**src/rtl/maj_vec_checker_popcount.sv**
```systemverilog
// maj_popcount: combinational population count of an N-bit vector.
module maj_popcount #(
    parameter int N = 33,
    parameter int W = $clog2(N + 1)
) (
    input  logic [N-1:0] in_vec,
    output logic [W-1:0] cnt
);
    always_comb begin
        cnt = '0;
        for (int i = 0; i < N; i++) cnt = cnt + W'(in_vec[i]);
    end
endmodule

```
**config.mk**
```make
export PLATFORM = sky130hd
export DESIGN_NAME = maj_popcount
export DESIGN_NICKNAME = d
export VERILOG_FILES = /design/src/rtl/maj_vec_checker_popcount.sv
export SDC_FILE = /design/constraint.sdc
export NUM_CORES = 1
export LEC_CHECK = 0
export ABC_AREA = 0
export CORE_MARGIN = 2
export CORE_UTILIZATION = 47
export DETAILED_ROUTE_END_ITERATION = 12
export GPL_ROUTABILITY_DRIVEN = 0
export MAX_ROUTING_LAYER = met4
export PLACE_DENSITY = 0.95
export SLEW_MARGIN = 10
export SYNTH_ARGS = -nofsm -noshare
export SYNTH_HDL_FRONTEND = slang
export SYNTH_SLANG_ARGS = --single-unit
```
**constraint.sdc**
```tcl
create_clock -name vclk -period 20.1
set_input_delay 4.02 -clock vclk [all_inputs]
set_output_delay 4.02 -clock vclk [all_outputs]
set_load 0.02 [all_outputs]
```
# Yosys cells after proc, flatten, opt, wreduce, memory -nomap -nowiden
# Cells that the tools add are included.
classes:
  n_addsub: 32
ops:
  columns: ["op", "count"]
  rows:
  - ["adder 6 x 1 -> 6 bit", 27]
  - ["adder 5 x 1 -> 6 bit", 1]
  - ["adder 4 x 1 -> 5 bit", 1]
  - ["adder 3 x 1 -> 4 bit", 1]
  - ["adder 2 x 1 -> 3 bit", 1]
  - ["adder 1 x 1 -> 2 bit", 1]
word_totals:
  ff_bits: 0
  inputBits: 33
  out_inout_bits: 6

# Longest topological paths before layout
logic_depth:
  ltp_word: 32
  ltp_mapped: 14
  ltp_nobuf: 14

# Worst setup path after synthesis
# Ideal clock, no wire load.
synth_timing:
  path_type: "input to output"
  from: "input in_vec[0]"
  to: "output cnt[4]"
  arrival_ns: 8.420
  t_required_ns: 16.080
  path_slack_ns: 7.660
  cell_stages: 12
  n_path_buf: 0
  path_cell_list: "fa_1 inv_1 fa_1 fa_1 fa_1 fa_1 fa_1 fa_1 fa_1 nand2b_1 a21oi_2 xor2_1"
synth_between:
  elab_chain_len: 32
synth_lines:
  columns: ["element", "line", "rtl"]
  rows:
  - ["start, declared", "6", "input logic [N-1:0] in_vec,"]
  - ["adder 1 x 1 -> 2 bit", "11", "for (int i = 0; i < N; i++) cnt = cnt + W'(in_vec[i]);"]
  - ["adder 2 x 1 -> 3 bit", "11", null]
  - ["adder 3 x 1 -> 4 bit", "11", null]
  - ["adder 4 x 1 -> 5 bit", "11", null]
  - ["adder 5 x 1 -> 6 bit", "11", null]
  - ["adder 6 x 1 -> 6 bit (27 in series)", "11", null]
  - ["end, declared", "7", "output logic [W-1:0] cnt"]
# No other way between the ends.

# Worst setup path after layout
# Ends and elaborated chain as after synthesis.

==> impl_metrics.py <==
metrics = {
    "timing": {
        "timing.final.crit_share_pct": 66.82,
        "finalHoldViolations": 0,
        "fmax_mhz": 74.46,
        "period_needed_ns": 13.43,
        "worst_pin_slew_ns": 0.2132,
        "finalSetupViolCount": 0,
        "maxSlewViolCount": 0,
        "hold_slack_ns": 9.222,
        "relSlewSlack_pct": 85.74,
        "setup_ws_ns": 6.670,
        "grt_setup_unrepaired": "no",
        "setup-tns-final_ns": 0,
    },
    "detailed_routing": {
        "finalWirelength_um": 1496,
        "avgRoutedWirePerCell_um": 11.08,
        "dr.first_iter.drc_count": 2,
        "vias": 620,
        "dr.pass1.iters": 2,
        "avgViaCountPerCell": 4.593,
        "ant_nets": 0,
        "route.detailed.drc": 0,
    },
    "die": {
        "dieHeight_um": 45.12,
        "die_x_um": 45.12,
        "fp-row-count": 14,
        "ios": 39,
        "core_area_um2": 1541,
        "dieArea_um2": 2035,
        "start_util_pct": 51.54,
    },
    "placed_design": {
        "place_hpwl_um": 1519,
        "dp_slack_ns": 6.609,
        "io_buffers": 39,
    },
    "logic_synthesis": {
        "syn_nets": 144,
        "synth_cells": 80,
        "ys_seq_area_share_pct": 0,
        "ys_types": 13,
        "postSynthAreaPerCell_um2": 9.931,
        "ys_warn_count": 0,
        "syn-cell-area_um2": 794.5,
    },
    "global_routing": {
        "grt_pass1_vias": 695,
        "grt_max_degree": 5,
        "grt_util_all_layers_pct": 17.33,
        "antenna_found_initial": 0,
        "grt_pass1_wl_um": 2580,
        "gr-total-overflow": 0,
    },
    "cells_and_area": {
        "layout_common_cells": "clkdlybuf4s50_1, inv_1, fa_1",
        "seq_area_um2": 0,
        "n_antenna_cell": 0,
        "final_nets": 185,
        "final_common_cell": "clkdlybuf4s50_1",
        "nClkBuffers": 0,
        "seq_cells": 0,
        "finalCoreUtilization_pct": 78.17,
        "drive_above_1_share_pct": 0.8403,
        "area_growth_syn_to_layout_pct": 51.65,
    },
    "hold_path": {
        "holdPathEnd": "cnt[0]",
        "hold_path.startpoint": "in_vec[4]",
        "hp-class": "in -> out",
        "hold_path_depth": 5,
    },
    "worst_setup_path": {
        "cp-start-kind": "input port",
        "crit_path_max_fanout": 2,
        "arrival_ns": 9.41,
        "path_class": "in -> out",
        "required_ns": 16.08,
        "worst_setup_path_end_kind": "output port",
    },
    "flow_run": {
        "maxCapViolCount": 0,
    },
    "status": {
        "run_status": "completed",
    },
    "clock_network": {
        "cts_resized": 0,
        "cts_setup_buffers": 0,
        "hold_buffers": 0,
    },
}
## synthesized netlist by cell type
cell      number  area (um^2)
nand2_1        1        3.750
o21a_1         1        7.510
fa_1          25        500.5
xnor2_1        1        8.760
ha_1           6        75.07
a21oi_2        1        8.760
nand3b_1       1        7.510
nor2_1         2        7.510
a21oi_1        1        5.000
nand2b_1       1        6.260
inv_1         37        138.9
xor2_1         2        17.52
a21boi_1       1        7.510
## routing by layer
layer | vias to the layer above | wire length, um | GRT usage (%)
met5 | - | 0 | -
met4 | 0 | 0 | 0
met3 | 0 | 124 | 0.8000
met2 | 25 | 901 | 37.14
met1 | 302 | 470 | 17.72
li1 | 293 | - | -
## critical path: stages
cell             delay (ns)
clkdlybuf4s50_1        0.43
fa_1                   0.55
inv_1                  0.05
fa_1                   0.52
fa_1                   0.44
fa_1                   0.50
fa_1                   0.54
fa_1                   0.43
fa_1                   0.40
fa_1                   0.42
nand2b_1               0.17
a21oi_2                0.14
xor2_1                 0.16
clkdlybuf4s50_1        0.62
## worst max-delay path by stage
stage                    from      to  cells after the start
finish              in_vec[0]  cnt[4]                     14
CTS                 in_vec[0]  cnt[4]                     14
global placement    in_vec[0]  cnt[4]                     14
floorplan           in_vec[0]  cnt[4]                     12
global route        in_vec[0]  cnt[4]                     14
detailed placement  in_vec[0]  cnt[4]                     14
## stage by stage
stage          cells  area, um^2
2_1_floorplan     80       794.5
3_3_place_gp     135        1205
3_5_place_dp     135        1205
4_1_cts          135        1205
5_1_grt          135        1205
6_report         135        1205
## cell families (layout without fill, tap and decap cells)
group	Yosys count	in the layout	share of synthesized area (%)
buffers and inverters	37	76	17.48
AO/OA/AOI/OAI	4	4	3.622
XOR/XNOR	3	3	3.308
adder cells (fa/ha/maj)	31	31	72.44
AND/OR/NAND/NOR	5	5	3.150
## cell type report
| cell class | instances | area, um^2 |
|---|---|---|
| repair buffers | 39 | 390.4 |
| inverters | 37 | 138.9 |
| multi-input cells | 43 | 655.6 |
| fillers | 112 | 336.6 |
| well taps | 16 | 20.02 |
Power is not shown: default switching activity piles up to over one toggle a cycle in this logic, so the estimate is an artifact.
==> edit, RTL diff (same settings) <==
The parameter `N` goes from 33 to 66.
--- a/src/rtl/maj_vec_checker_popcount.sv
+++ b/src/rtl/maj_vec_checker_popcount.sv
@@ -1,6 +1,6 @@
 // maj_popcount: combinational population count of an N-bit vector.
 module maj_popcount #(
-    parameter int N = 33,
+    parameter int N = 66,
     parameter int W = $clog2(N + 1)
 ) (
     input  logic [N-1:0] in_vec,
Interface: changed (resized cnt and in_vec); port bits go from 39 to 73. The function was not compared with the original's and may differ.
==> edit against the original RTL <==
Maximum frequency is 7.4% lower; setup slack got worse by 1.1 ns; worst hold slack lost 0.0061 ns; die area up 110%; non-clock buffer count is 34 higher; via count increased by 100%; routed wire length increased by 99%; design area is 110% higher; synthesized area grew 120%; critical path depth increased by 11.
Power is left out: the tool's default activity adds up to more than one toggle a clock period on the data nets, which glitch-free logic cannot reach.
==> edit: results <==
[outcome]
outcome = completed

[logic_synthesis]
synthAdderAreaFrac = 0.7421
synth_cell_type_count = 16
synth_compound_area_frac = 0.04638
synth_cells = 176
synth_nets = 314
muxShareOfSynthArea = 0
synth_area_leaders = fa_1, inv_1, ha_1
netlist_top_cells_count = inv_1, fa_1, ha_1, xnor2_1
ys_seq_area_frac = 0
synth_warnings = 0
synth-xor-area-share = 0.01476

[drt]
top_layer = met4
firstDrtPassIters = 3
post_drt_wl_per_cell_um = 10.01
vias = 1269
wl_met3_um = 217
met2_length_um = 1628
met1_length_um = 1104
vias_per_cell = 4.273
drt_iter0_drc = 15

[cells_and_area]
final_layout_size_suffix_gt1_frac = 0.02008
design.seq.count = 0
fin_nets = 389

[worst_setup_path]
crit_slowest_cell = clkdlybuf4s50_1
cp_slowest_stage_delay_ns = 0.59
cp.arrival_ns = 10.48
cp_top_family = adder cells
critPathMaxFanout = 3

[placement]
io_buffers = 73
place_hpwl_um = 3077
placed_cells = 297
dpl_cell_area_sq_um = 2571

[grt]
grt_pass1_wl_um = 5257
groute.usage.overall = 0.1573
grt_max_degree = 6
use_met2 = 0.3074
met1_usage = 0.1879
antenna_found_initial = 0
grt_pass1_vias = 1362
use_met3 = 0.006849

[cts]
cts_setup_buffers = 0

[hold_path]
worstHoldPathCells = 3
hp-class = input pin to primary output
min-delay-start = in_vec[2]
hold_path_end = cnt[0]

[sta]
tightest_slew_ns = 0.2335
[edit: area by class of cell]
type / instances / area [sq um]
well taps: 48 / 60.06
multi-input cells: 89 / 1454
inverters: 87 / 326.6
repair buffers: 73 / 730.7
fillers: 288 / 1090
[edit: how the worst max path moves through the flow]
stage                from  endpoint  slack (ns)  depth (start not counted)
6_report       in_vec[53]    cnt[6]        5.60                         25
5_1_grt        in_vec[53]    cnt[6]        5.32                         25
4_1_cts        in_vec[53]    cnt[6]        5.55                         25
3_5_place_dp   in_vec[53]    cnt[6]        5.57                         25
3_3_place_gp   in_vec[53]    cnt[6]        5.68                         25
2_1_floorplan  in_vec[53]    cnt[4]        6.70                         22
[edit: per-stage QoR]
step | worst slack, ns | utilization | hold slack, ns
after floorplan | 6.695 | - | 8.250
after global placement | 5.684 | 0.7023 | 9.207
after detailed placement | 5.568 | 0.7023 | 9.223
after CTS | 5.554 | 0.7023 | 9.214
after global routing | 5.319 | 0.7023 | 9.242
final | 5.603 | 0.7023 | 9.216
